===== config.mk =====
export PLATFORM = sky130hd
export DESIGN_NAME = mcycle_ctrl
export DESIGN_NICKNAME = d
export VERILOG_FILES = /design/src/rtl/mcycle_ctrl.sv
export SDC_FILE = /design/constraint.sdc
export NUM_CORES = 1
export LEC_CHECK = 0
export ABC_AREA = 1
export CORE_MARGIN = 1
export CORE_UTILIZATION = 55
export CTS_BUF_LIST = sky130_fd_sc_hd__clkbuf_2
export DETAILED_ROUTE_END_ITERATION = 16
export PLACE_DENSITY = 0.89
export RECOVER_POWER = 50
export SLEW_MARGIN = 25
export SYNTH_ARGS = -nofsm -noshare
export SYNTH_HDL_FRONTEND = slang
export SYNTH_SLANG_ARGS = --single-unit

===== constraint.sdc =====
create_clock -name clk -period 3.3 [get_ports clk]
set_input_delay 0.825 -clock clk [delete_from_list [all_inputs] [get_ports clk]]
set_output_delay 0.825 -clock clk [all_outputs]
set_load 0.005 [all_outputs]

===== src/rtl/mcycle_ctrl.sv =====
// Multi-cycle MIPS-style control unit: Moore FSM decoding datapath controls from the current state.
// Optional macro MCYCLE_CTRL_MEMWAIT_EN makes FETCH/MEMRD/MEMWR wait on mem_ready; otherwise memory is single-cycle.
module mcycle_ctrl (
    input  logic        clk,
    input  logic        rst,
    input  logic [5:0]  OP,
    input  logic        mem_ready,
    output logic        PCW,
    output logic        PCWC,
    output logic        IRW,
    output logic        IorD,
    output logic        MemR,
    output logic        MemW,
    output logic        RegW,
    output logic        SA,
    output logic [1:0]  SB,
    output logic [1:0]  ALUOP,
    output logic [1:0]  RegDst,
    output logic [1:0]  Mem2Reg,
    output logic [1:0]  PC_S,
    output logic        br_ne,
    output logic [3:0]  state,
    output logic        instr_done,
    output logic [31:0] retire_cnt
);

    localparam int unsigned CNT_W = 32;

    typedef enum logic [3:0] {
        S_FETCH  = 4'd0,
        S_DECODE = 4'd1,
        S_MEMADR = 4'd2,
        S_MEMRD  = 4'd3,
        S_MEMWB  = 4'd4,
        S_MEMWR  = 4'd5,
        S_REX    = 4'd6,
        S_RWB    = 4'd7,
        S_BRANCH = 4'd8,
        S_JUMP   = 4'd9,
        S_JAL    = 4'd10,
        S_IEX    = 4'd11,
        S_IWB    = 4'd12
    } state_t;

    state_t cur;
    state_t nxt;
    logic   ready;

`ifdef MCYCLE_CTRL_MEMWAIT_EN
    assign ready = mem_ready;
`else
    logic unused_mem_ready;
    assign unused_mem_ready = mem_ready;
    assign ready = 1'b1;
`endif

    assign state = 4'(cur);

    // State register and retirement counter; reset wins over everything
    always_ff @(posedge clk) begin
        if (rst) begin
            cur        <= S_FETCH;
            retire_cnt <= '0;
        end else begin
            cur <= nxt;
            if (instr_done) begin
                retire_cnt <= retire_cnt + CNT_W'(1);
            end
        end
    end

    // Next-state and control decode; everything stays 0 while in reset
    always_comb begin
        nxt        = cur;
        PCW        = 1'b0;
        PCWC       = 1'b0;
        IRW        = 1'b0;
        IorD       = 1'b0;
        MemR       = 1'b0;
        MemW       = 1'b0;
        RegW       = 1'b0;
        SA         = 1'b0;
        SB         = 2'b00;
        ALUOP      = 2'b00;
        RegDst     = 2'b00;
        Mem2Reg    = 2'b00;
        PC_S       = 2'b00;
        br_ne      = 1'b0;
        instr_done = 1'b0;
        if (!rst) begin
            case (cur)
                S_FETCH: begin
                    MemR = 1'b1;
                    SB   = 2'b01;
                    IRW  = ready;
                    PCW  = ready;
                    nxt  = ready ? S_DECODE : S_FETCH;
                end
                S_DECODE: begin
                    SB = 2'b11;
                    case (OP)
                        6'h00:        nxt = S_REX;
                        6'h02:        nxt = S_JUMP;
                        6'h03:        nxt = S_JAL;
                        6'h04, 6'h05: nxt = S_BRANCH;
                        6'h23, 6'h2B: nxt = S_MEMADR;
                        default:      nxt = S_IEX;
                    endcase
                end
                S_MEMADR: begin
                    SA  = 1'b1;
                    SB  = 2'b10;
                    nxt = (OP == 6'h23) ? S_MEMRD : S_MEMWR;
                end
                S_MEMRD: begin
                    MemR = 1'b1;
                    IorD = 1'b1;
                    nxt  = ready ? S_MEMWB : S_MEMRD;
                end
                S_MEMWB: begin
                    RegW       = 1'b1;
                    Mem2Reg    = 2'b01;
                    instr_done = 1'b1;
                    nxt        = S_FETCH;
                end
                S_MEMWR: begin
                    MemW       = 1'b1;
                    IorD       = 1'b1;
                    instr_done = ready;
                    nxt        = ready ? S_FETCH : S_MEMWR;
                end
                S_REX: begin
                    SA    = 1'b1;
                    ALUOP = 2'b10;
                    nxt   = S_RWB;
                end
                S_RWB: begin
                    RegW       = 1'b1;
                    RegDst     = 2'b01;
                    instr_done = 1'b1;
                    nxt        = S_FETCH;
                end
                S_BRANCH: begin
                    SA         = 1'b1;
                    ALUOP      = 2'b01;
                    PCWC       = 1'b1;
                    PC_S       = 2'b01;
                    br_ne      = (OP == 6'h05);
                    instr_done = 1'b1;
                    nxt        = S_FETCH;
                end
                S_JUMP: begin
                    PCW        = 1'b1;
                    PC_S       = 2'b10;
                    instr_done = 1'b1;
                    nxt        = S_FETCH;
                end
                S_JAL: begin
                    PCW        = 1'b1;
                    PC_S       = 2'b10;
                    RegW       = 1'b1;
                    RegDst     = 2'b10;
                    Mem2Reg    = 2'b10;
                    instr_done = 1'b1;
                    nxt        = S_FETCH;
                end
                S_IEX: begin
                    SA    = 1'b1;
                    SB    = 2'b10;
                    ALUOP = 2'b11;
                    nxt   = S_IWB;
                end
                S_IWB: begin
                    RegW       = 1'b1;
                    instr_done = 1'b1;
                    nxt        = S_FETCH;
                end
                default: nxt = S_FETCH;
            endcase
        end
    end

endmodule


==> flow_metrics.env <==
export IMPL_grt_pass1_wl_um=11460
export IMPL_ys_seq_area_share_pct=29.05
export IMPL_cts_buffers=5
export IMPL_synth_seq_cells=36
export IMPL_insertion_delay_ns=0.42
export IMPL_syn_inst=420
export IMPL_fin_util_pct=73.07
export IMPL_grt_pass1_vias=2645
export IMPL_fin_crit_sh_pct=96.95
export IMPL_drcViolationCount=0
export IMPL_hold_viol_final=0
export IMPL_vias=2906
export IMPL_holdWs_ns=0.5228
export IMPL_cts_tree="built"
export IMPL_wl_per_cell_um=12.74
export IMPL_worst_slew_pin_slew_ns=1.141
export IMPL_min_path_cells=2
export IMPL_worstPathMaxFanout=12
export IMPL_dr_pass1_iters=5
export IMPL_cellLeakagePower_nw=1.184
export IMPL_synth_nets=430
export IMPL_startpoint_type="primary input"
export IMPL_syn_area_per_cell_um2=5.907
export IMPL_multi_input_comb_area_mm2=0.001496
export IMPL_yosysTopAreaCellShare_pct=29.05
export IMPL_required_ns=2.47
export IMPL_status="finished, final reports clean"
export IMPL_detail_route_antenna_nets=0
export IMPL_synth_area_leaders="dfxtp_1 (29%), nand2_1 (21%), nor2_1 (11%)"
export IMPL_max_freq_ghz=0.3126
export IMPL_routed_wl_um=6855
export IMPL_peakVddDrop_uv=288.9
export IMPL_min_path_type="flop to flop"
export IMPL_max_slew_margin_rel_pct=23.93
export IMPL_track_usage_pct=29.06
export IMPL_holdBufCountCts=0
export IMPL_ctsRootBufferMaster="clkbuf_2"
export IMPL_rows=24
export IMPL_reg2reg_depth=8
export IMPL_first_iter_violations=179
export IMPL_finClkSkew_ns=0.02661
export IMPL_die_x_um=69.17
export IMPL_synth_area_mm2=0.002481
export IMPL_min_period_ns=3.199
export IMPL_post_cts_buffers=0
export IMPL_ys_warnings_count=0
export IMPL_clock_path_buffers=2
export IMPL_grt_max_degree=29
export IMPL_htree_levels=2
export IMPL_port_buffers=63
export IMPL_slew_viol_final=0
export IMPL_n_antenna_cell=0
export IMPL_grt_antenna_before_repair=0
export IMPL_grt_overflow=0
export IMPL_endpoint_kind="output port"
export IMPL_place_congestion=0.8939
export IMPL_die_area_mm2=0.004784
export IMPL_core_area_mm2=0.004354
export IMPL_num_nets_final=495
export IMPL_path_clk_slew_ns=0.20
export IMPL_cp_arrival_ns=2.37
export IMPL_routed_via_density=5.401
export IMPL_drv_cap=0
export IMPL_start_util_pct=56.98
export IMPL_final_seq_area_um2=720.7
export IMPL_setup_viol=0
export IMPL_clock_sinks=36
export IMPL_powerDensity_mw_per_mm2=412.3
export IMPL_fin_setup_tns_ns=0
export IMPL_synthToLayoutAreaGrowth_pct=28.24
export IMPL_path_class="primary input to output port"
export IMPL_fillerInstances=390
export IMPL_yosysUniqueCellTypes=35
export IMPL_layout_drive_gt1_share_pct=5.556
export IMPL_dp_hpwl_um=5082
export IMPL_synth_top_area_cell="dfxtp_1"
export IMPL_design_portCount=65
export IMPL_die_y_um=69.17
Yosys cell counts:
master / n
o22ai_1: 1
a31oi_1: 1
xnor2_1: 3
o21ai_0: 3
nand4_1: 4
nor2_1: 74
nand2_2: 7
nor2_8: 1
o21bai_1: 2
nand2_1: 139
a21oi_1: 28
nand4_4: 1
ha_1: 1
nor4_1: 1
buf_6: 2
a21oi_2: 4
or2_2: 1
clkinv_1: 1
nor3b_1: 1
buf_1: 2
nand3b_1: 1
nand2_4: 1
nor3_1: 15
nand3_1: 25
clkbuf_4: 1
nor2_2: 3
clkbuf_1: 2
nor2_4: 1
a211o_1: 1
xor2_1: 8
buf_4: 3
and2_1: 1
dfxtp_1: 36
inv_2: 3
inv_1: 42
state kept, by name, indices dropped and copies added (netlist names):
signal and cells:
state 4, retire_cnt 32
cells in the final DEF, fill, tap and decap left out:
cell | Yosys | final
o21bai_1 | 2 | 2
a211o_1 | 1 | 1
nor2_4 | 1 | 1
o22ai_1 | 1 | 1
dlygate4sd3_1 | 0 | 10
xnor2_1 | 3 | 3
nand2_2 | 7 | 4
nor2_8 | 1 | 1
a21oi_2 | 4 | 4
clkinv_1 | 1 | 3
nor2_1 | 74 | 74
dfxtp_1 | 36 | 36
buf_4 | 3 | 4
inv_1 | 42 | 43
nor4_2 | 0 | 1
inv_2 | 3 | 2
nor2_2 | 3 | 3
nor3b_1 | 1 | 1
clkbuf_1 | 2 | 1
nand3_1 | 25 | 25
bufinv_16 | 0 | 1
nand3b_1 | 1 | 1
o21ai_0 | 3 | 3
and2_1 | 1 | 1
clkdlybuf4s50_1 | 0 | 53
a21oi_1 | 28 | 28
a31oi_1 | 1 | 1
nor3_1 | 15 | 15
xor2_1 | 8 | 8
or2_2 | 1 | 1
clkbuf_2 | 0 | 5
nand4_1 | 4 | 5
ha_1 | 1 | 1
nand2_1 | 139 | 143
path summary, 6_finish.rpt:
path / startpoint / to / slack [ns]
worst max-delay path: rst / SB[0] / 0.10
worst min register to register: retire_cnt[30] / retire_cnt[30] / 0.52
worst max register to register: state[1] / retire_cnt[31] / 0.63
worst min-delay path: retire_cnt[30] / retire_cnt[30] / 0.52
critical path: stages:
cell and delay [ns]:
clkdlybuf4s50_1 0.42, buf_4 0.18, buf_4 0.18, nor3_1 0.23, clkdlybuf4s50_1 0.54
logic make-up after synthesis:
group                    share of synthesized area (%)
AO/OA/AOI/OAI                                    9.127
XOR/XNOR                                         3.883
adder cells (fa/ha/maj)                         0.5042
buffers and inverters                            9.682
flip-flops                                       29.05
AND/OR/NAND/NOR                                  47.76
metal layers:
| metal | vias up | share of wire, % | track usage, % |
|---|---|---|---|
| met5 | - | 0 | 0 |
| met4 | 0 | 1.2 | 9.524 |
| met3 | 12 | 7.4 | 5.263 |
| met2 | 130 | 49 | 49.73 |
| met1 | 1318 | 43 | 36.69 |
| li1 | 1446 | - | - |
final cells by class:
cell class,count,share of cell area (%)
clock inverter,3,1.180
inverter,46,5.427
sequential,36,22.65
tap,52,2.045
clock buffer,5,0.7865
timing repair buffer,68,20.88
multi-input combinational,328,47.03
through the flow:
stage	setup slack (ns)	instances	total power, mW	instance area, um^2
4_1_cts	0.04373	538	1.346	3209
2_1_floorplan	0.6702	420	0.8533	2481
6_report	0.1007	538	1.312	3182
5_1_grt	-0.02940	538	1.382	3182
3_5_place_dp	0.04489	530	1.063	3147
3_3_place_gp	0.09344	530	1.050	3147
what timing repair did:
item,in CTS,in global routing
gates resized for setup,0,2
hold endpoints to repair,0,0
setup endpoints to repair,0,2
report_power, final:
| part | leakage, nW | switching (mW) | internal, mW |
|---|---|---|---|
| Clock | 0.0380 | 0.160 | 0.123 |
| Sequential | 0.291 | 0.0426 | 0.465 |
| Combinational | 0.855 | 0.308 | 0.213 |
No activity file was read; power rests on OpenSTA's default activity.
